File: config.mk
export PLATFORM = sky130hd
export DESIGN_NAME = beam_topk_sort
export DESIGN_NICKNAME = d
export VERILOG_FILES = /design/src/rtl/beam_topk_sort.sv
export SDC_FILE = /design/constraint.sdc
export NUM_CORES = 2
export LEC_CHECK = 0
export CORE_ASPECT_RATIO = 0.9
export CORE_UTILIZATION = 57
export CTS_CLUSTER_DIAMETER = 200
export DETAILED_ROUTE_END_ITERATION = 6
export PLACE_DENSITY = 0.81
export SYNTH_ARGS = -nofsm -noshare
export SYNTH_HDL_FRONTEND = slang
export SYNTH_SLANG_ARGS = --single-unit
File: constraint.sdc
create_clock -name i_clk -period 4.84 [get_ports i_clk]
set_clock_uncertainty 0.2 [all_clocks]
set_input_delay 0.484 -clock i_clk [delete_from_list [all_inputs] [get_ports i_clk]]
set_output_delay 0.484 -clock i_clk [all_outputs]
set_load 0.03 [all_outputs]
File: src/rtl/beam_topk_sort.sv
// =============================================================================
// beam_topk_sort
// -----------------------------------------------------------------------------
// Streaming top-K beam selector feeding the codeword selection stage.
//
// Per RBG the block receives NBEAM_IN unsigned beam powers in beam order, one
// per valid cycle, the first one flagged with i_pwr_sop. A sorted list of the
// BEAM strongest beams is maintained on the fly (one parallel insert per
// accepted sample). One cycle after the last beam of an RBG (the FLUSH cycle)
// the list is copied to the registered outputs. o_rbg_load is high for exactly
// the first cycle in which the new copy is visible.
//
// Ports
//   i_clk        clock
//   i_reset_n    synchronous reset, active low
//   i_pwr_vld    beam power sample valid
//   i_pwr_sop    qualifies i_pwr_vld: sample is beam 0 of a new RBG
//   i_pwr_data   unsigned beam power (PWR_W bits)
//   o_beam_idx   [BEAM-1:0][7:0] beam indices, entry 0 = strongest
//   o_beam_pwr   [BEAM-1:0][PWR_W-1:0] matching powers, same ordering
//   o_rbg_load   1-cycle pulse: o_beam_idx/o_beam_pwr updated this cycle
//   o_busy       high while an RBG is partially collected
//   o_err_sop    1-cycle pulse on a framing error
//
// Parameters
//   NBEAM_IN     beams per RBG, BEAM <= NBEAM_IN <= 128
//   BEAM         number of strongest beams kept
//   PWR_W        beam power width
// =============================================================================
module beam_topk_sort #(
    parameter int NBEAM_IN = 64,
    parameter int BEAM     = 16,
    parameter int PWR_W    = 32
) (
    input  logic                        i_clk,
    input  logic                        i_reset_n,
    input  logic                        i_pwr_vld,
    input  logic                        i_pwr_sop,
    input  logic [PWR_W-1:0]            i_pwr_data,
    output logic [BEAM-1:0][7:0]        o_beam_idx,
    output logic [BEAM-1:0][PWR_W-1:0]  o_beam_pwr,
    output logic                        o_rbg_load,
    output logic                        o_busy,
    output logic                        o_err_sop
);

    typedef enum logic [1:0] {
        ST_IDLE    = 2'd0,
        ST_COLLECT = 2'd1,
        ST_FLUSH   = 2'd2
    } state_t;

    // Counter value of the beam that closes an RBG.
    localparam logic [6:0] CNT_LAST_C = 7'(NBEAM_IN - 1);
    // A one-beam RBG is complete as soon as its sop sample is taken.
    localparam bit         SINGLE_C   = (NBEAM_IN == 1);

    // -------------------------------------------------------------------------
    // State
    // -------------------------------------------------------------------------
    state_t                         state_r;
    logic [6:0]                     cnt_r;
    logic [BEAM-1:0][PWR_W-1:0]     list_pwr_r;
    logic [BEAM-1:0][7:0]           list_idx_r;
    logic [BEAM-1:0]                list_vld_r;

    logic [BEAM-1:0][7:0]           beam_idx_r;
    logic [BEAM-1:0][PWR_W-1:0]     beam_pwr_r;
    logic                           rbg_load_r;
    logic                           busy_r;
    logic                           err_sop_r;

    // -------------------------------------------------------------------------
    // Combinational helpers
    // -------------------------------------------------------------------------
    logic                           start_s;      // vld & sop
    logic                           beam_s;       // vld & !sop
    logic [7:0]                     sample_idx_s;
    logic [BEAM-1:0]                ge_s;         // entry i stays above the sample
    logic [BEAM-1:0][PWR_W-1:0]     ins_pwr_s;
    logic [BEAM-1:0][7:0]           ins_idx_s;
    logic [BEAM-1:0]                ins_vld_s;
    logic [BEAM-1:0][PWR_W-1:0]     init_pwr_s;
    logic [BEAM-1:0][7:0]           init_idx_s;
    logic [BEAM-1:0]                init_vld_s;

    assign start_s      = i_pwr_vld &  i_pwr_sop;
    assign beam_s       = i_pwr_vld & ~i_pwr_sop;
    assign sample_idx_s = {1'b0, cnt_r};

    // Parallel compare of the incoming sample against every list entry.
    // Valid entries form a prefix and are sorted descending, so ge_s is a
    // run of ones followed by zeros; its length is the insert position.
    // Equal powers count as "stay above", so an equal beam never displaces
    // an earlier one and ties resolve to the lower beam index.
    always_comb begin
        ge_s = '0;
        for (int i = 0; i < BEAM; i++) begin
            ge_s[i] = list_vld_r[i] & (list_pwr_r[i] >= i_pwr_data);
        end
    end

    // Insert: entries above the position keep their slot, the first entry
    // below takes the sample and every later entry takes its upper
    // neighbour, dropping the last one. If all entries stay above, the
    // list is unchanged.
    always_comb begin
        ins_pwr_s = list_pwr_r;
        ins_idx_s = list_idx_r;
        ins_vld_s = list_vld_r;
        if (!ge_s[0]) begin
            ins_pwr_s[0] = i_pwr_data;
            ins_idx_s[0] = sample_idx_s;
            ins_vld_s[0] = 1'b1;
        end else begin
            ins_pwr_s[0] = list_pwr_r[0];
            ins_idx_s[0] = list_idx_r[0];
            ins_vld_s[0] = list_vld_r[0];
        end
        for (int i = 1; i < BEAM; i++) begin
            if (ge_s[i]) begin
                ins_pwr_s[i] = list_pwr_r[i];
                ins_idx_s[i] = list_idx_r[i];
                ins_vld_s[i] = list_vld_r[i];
            end else if (ge_s[i-1]) begin
                ins_pwr_s[i] = i_pwr_data;
                ins_idx_s[i] = sample_idx_s;
                ins_vld_s[i] = 1'b1;
            end else begin
                ins_pwr_s[i] = list_pwr_r[i-1];
                ins_idx_s[i] = list_idx_r[i-1];
                ins_vld_s[i] = list_vld_r[i-1];
            end
        end
    end

    // List contents when a new RBG starts: only the sop sample (beam 0).
    always_comb begin
        init_pwr_s    = '0;
        init_idx_s    = '0;
        init_vld_s    = '0;
        init_pwr_s[0] = i_pwr_data;
        init_idx_s[0] = 8'd0;
        init_vld_s[0] = 1'b1;
    end

    // -------------------------------------------------------------------------
    // Control FSM, sorted list and registered outputs.
    // -------------------------------------------------------------------------
    // FSM with list update, output copy and status pulses.
    always_ff @(posedge i_clk) begin
        if (!i_reset_n) begin
            state_r    <= ST_IDLE;
            cnt_r      <= 7'd0;
            list_pwr_r <= '0;
            list_idx_r <= '0;
            list_vld_r <= '0;
            for (int i = 0; i < BEAM; i++) begin
                beam_idx_r[i] <= 8'(i);
            end
            beam_pwr_r <= '0;
            rbg_load_r <= 1'b0;
            busy_r     <= 1'b0;
            err_sop_r  <= 1'b0;
        end else begin
            // Pulses default low; only the branches below raise them.
            rbg_load_r <= 1'b0;
            err_sop_r  <= 1'b0;
            case (state_r)
                ST_IDLE: begin
                    if (start_s) begin
                        list_pwr_r <= init_pwr_s;
                        list_idx_r <= init_idx_s;
                        list_vld_r <= init_vld_s;
                        cnt_r      <= 7'd1;
                        state_r    <= SINGLE_C ? ST_FLUSH : ST_COLLECT;
                        busy_r     <= !SINGLE_C;
                    end else if (beam_s) begin
                        // Beam without a preceding sop: dropped.
                        err_sop_r  <= 1'b1;
                    end else begin
                        state_r    <= ST_IDLE;
                    end
                end

                ST_COLLECT: begin
                    if (start_s) begin
                        // Early sop: the partial RBG is thrown away and the
                        // new one starts with this sample.
                        err_sop_r  <= 1'b1;
                        list_pwr_r <= init_pwr_s;
                        list_idx_r <= init_idx_s;
                        list_vld_r <= init_vld_s;
                        cnt_r      <= 7'd1;
                        state_r    <= SINGLE_C ? ST_FLUSH : ST_COLLECT;
                        busy_r     <= !SINGLE_C;
                    end else if (beam_s) begin
                        list_pwr_r <= ins_pwr_s;
                        list_idx_r <= ins_idx_s;
                        list_vld_r <= ins_vld_s;
                        cnt_r      <= cnt_r + 7'd1;
                        if (cnt_r == CNT_LAST_C) begin
                            state_r <= ST_FLUSH;
                            busy_r  <= 1'b0;
                        end else begin
                            state_r <= ST_COLLECT;
                        end
                    end else begin
                        // Gap cycle: everything holds.
                        state_r    <= ST_COLLECT;
                    end
                end

                ST_FLUSH: begin
                    // Publish the completed list (old contents, even if a
                    // new RBG starts in this same cycle).
                    beam_idx_r <= list_idx_r;
                    beam_pwr_r <= list_pwr_r;
                    rbg_load_r <= 1'b1;
                    if (start_s) begin
                        list_pwr_r <= init_pwr_s;
                        list_idx_r <= init_idx_s;
                        list_vld_r <= init_vld_s;
                        cnt_r      <= 7'd1;
                        state_r    <= SINGLE_C ? ST_FLUSH : ST_COLLECT;
                        busy_r     <= !SINGLE_C;
                    end else if (beam_s) begin
                        err_sop_r  <= 1'b1;
                        state_r    <= ST_IDLE;
                    end else begin
                        state_r    <= ST_IDLE;
                    end
                end

                default: begin
                    state_r    <= ST_IDLE;
                    cnt_r      <= 7'd0;
                    list_vld_r <= '0;
                    busy_r     <= 1'b0;
                end
            endcase
        end
    end

    assign o_beam_idx = beam_idx_r;
    assign o_beam_pwr = beam_pwr_r;
    assign o_rbg_load = rbg_load_r;
    assign o_busy     = busy_r;
    assign o_err_sop  = err_sop_r;

endmodule

==> impl_metrics.tcl <==
set metrics [dict create \
    status "complete, but fails checks" \
    violations "DRC, capacitance limit, slew limit" \
    max_stage_delay_ns 0.87 \
    worstReg2RegStart "list_pwr_r[411]" \
    ys_warn_count 0 \
    yosysSeqAreaShare_pct 42.96 \
    die_w_um 342.5 \
    num_rows 112 \
    ir_drop_mv 0.3417 \
    path_buf_inv 4 \
    min_period_ns 4.450 \
    yosysTopAreaCellShare_pct 42.96 \
    worstMarginPinSlew_ns 1.505 \
    r2r_slack_ns 0.89 \
    dieArea_sq_um 105600 \
    vias 53152 \
    initial_core_util_pct 57.42 \
    synth_area_leaders "dfxtp_1, ha_1, mux2i_1, nand2_1, o2bb2ai_1" \
    htreeDepth 4 \
    crit_path_cell_trace "clkdlybuf4s50_1 > inv_1 > buf_4 > ha_1 > nand4_1 > nor3_1 > o211ai_1 > a21oi_1 > o41ai_4 > buf_12 > o21ai_4 > o2bb2ai_1" \
    r2r_end "list_pwr_r[394]" \
    rsz0062_at_grt "no" \
    root_buffer "clkbuf_16" \
    placed_area_sq_um 67760 \
    yosys-top-cells-count "nand2_1, dfxtp_1, mux2i_1" \
    pwr_density_cell_nw_per_um2 309.8 \
    ys_seq_elements 1276 \
    grt_max_degree 150 \
    clk_pin_slew_ns 0.06 \
    track_usage_pct 38.75 \
    cp.depth 12 \
    cts_made_buffers 134 \
    final_area_sq_um 72320 \
    antenna_found_initial 12 \
    clock.fmax_mhz 224.7 \
    cp.required_ns 5.23 \
    min_period_over_period_pct 91.95 \
    drt_iter0_drc 6362 \
    syn_inst 6456 \
    endpoint_kind "flip-flop" \
    cap_violations 1 \
    portBuffers 662 \
    cp_data_arrival_time_ns 4.84 \
    yosysTopAreaCell "dfxtp_1" \
    hold_violations 0 \
    p_leak_uw 0.02950 \
    critical_path_class "in2reg" \
    slew_violations 2 \
    post_cts_buffers 0 \
    grt_pass1_wl_mm 314.3 \
    crit_family "compound AO/OA/AOI/OAI gates" \
    critPathCapture "list_pwr_r[394]" \
    wl_per_cell_um 25.16 \
    setup_ws_ns 0.3895 \
    core_sq_um 103600 \
    ant_nets 0 \
    synth_edf_count 0 \
    ff2ff_path_depth 9 \
    syn-cell-area_sq_um 59460 \
    finalSetupTns_ns 0 \
    hold_path.class "reg2reg" \
    gp_congestion 0.9743 \
    cts_resized 0 \
    post_drt_via_cell_ratio 6.325 \
    cts_max_path_buffers 3 \
    startpoint_type "input pin" \
    die_y_um 308.4 \
    hold_ws_ns 0.2528 \
    grt_pass1_vias 50581 \
    synth.most_common_cell "nand2_1" \
    finalSetupViolCount 0 \
    async_reset_ff_share_pct 0 \
    cts_tree "done" \
    first_pass_iters 7 \
    syn_avg_cell_area_sq_um 9.210 \
    slew-limit-headroom_pct -2.960 \
    drive_gt1_share_pct 6.204 \
    cts.sinks 1276 \
    critPathSlowestCell "o21ai_4" \
    areaGrowthSynthToFinish_pct 21.63 \
    synth_flop_cell "dfxtp_1" \
    critPathMaxFanout 42 \
    dp_hpwl_mm 153.7 \
    num_io_pins 679 \
    dp_slack_ns -0.2328 \
    critPathLaunch "i_pwr_data[29]" \
    fin_nets 7476 \
    fillers 7979 \
    grt-ovfl-total 0 \
    final_util_pct 69.84 \
    synth_cell_types 58 \
    hold_buffers 1 \
    clk_latency_ns 0.76 \
    totalWireLength_mm 211.4 \
    drc_errors 88 \
]
-- flip-flops by register name, summed over array words and instances (netlist names) --
name,count
cnt_r,7
list_vld_r,16
o_err_sop,1
list_idx_r,112
o_rbg_load,1
state_r,2
o_beam_idx,112
o_beam_pwr,512
o_busy,1
list_pwr_r,512
-- tightest hold or removal path, cell delays in order, from the launching register on --
cell	delay [ns]
dfxtp_1	0.30
nand2_1	0.05
a21oi_1	0.05
-- worst min-delay path by stage --
stage,start,to,slack [ns],depth (start not counted)
6_report,o_beam_pwr[352],o_beam_pwr[352],0.25,2
5_1_grt,o_beam_pwr[20],o_beam_pwr[20],0.27,2
4_1_cts,o_beam_idx[52],o_beam_idx[52],0.25,2
3_5_place_dp,o_beam_idx[61],o_beam_idx[61],0.25,2
3_3_place_gp,o_beam_pwr[494],o_beam_pwr[494],0.24,2
2_1_floorplan,list_idx_r[124],o_beam_idx[124],0.23,2
-- stage by stage --
step	power (uW)	instances
finish	22400	8403
floorplan	11450	6471
CTS	22380	8396
global route	22940	8402
detailed placement	11890	8158
global placement	11860	8158
-- where the power goes --
group | switching (uW) | total, uW | internal (uW)
combinational | 829 | 1150 | 326
clock | 4430 | 10700 | 6260
sequential | 35.3 | 10600 | 10500
-- cells by family after synthesis --
group	share of synthesized area (%)
AOI/OAI and AO/OA	19.45
adders and majority gates	10.79
DFF	42.96
muxes	10.50
and+or+nand+nor	12.31
other	0.006307
buffers and inverters	3.981
-- placed cells by master (no fill, tap or decap), drive strengths merged, types with 74 or more instances in the layout --
master,netlist,layout
dfxtp,1276,1276
nand2,1492,1492
ha,513,513
o2bb2ai,585,585
clkdlybuf4s50,0,661
a21oi,598,598
buf,122,167
clkbuf,387,189
inv,65,74
nand3,76,76
a21boi,204,204
mux2i,624,624
o21ai,130,130
-- final cells by class --
| class | instances | area, sq um | area share [%] |
|---|---|---|---|
| Clock buffer | 189 | 3924 | 5.425 |
| Antenna cell | 7 | 17.52 | 0.02422 |
| Clock inverter | 48 | 615.6 | 0.8512 |
| Timing Repair Buffer | 829 | 8188 | 11.32 |
| Multi-Input combinational cell | 4620 | 32070 | 44.34 |
| Inverter | 66 | 255.2 | 0.3529 |
| Tap cell | 1368 | 1712 | 2.367 |
| Sequential cell | 1276 | 25540 | 35.32 |
-- per-layer routing --
metal | up-vias | share of wire (%) | global-route usage (%)
met3 | 561 | 11 | 8.987
li1 | 24015 | - | -
met4 | 8 | 5.0 | 18.74
met5 | - | 0.051 | 0
met2 | 2924 | 43 | 57.84
met1 | 25644 | 41 | 52.51
No activity file was read; power rests on OpenSTA's default activity.
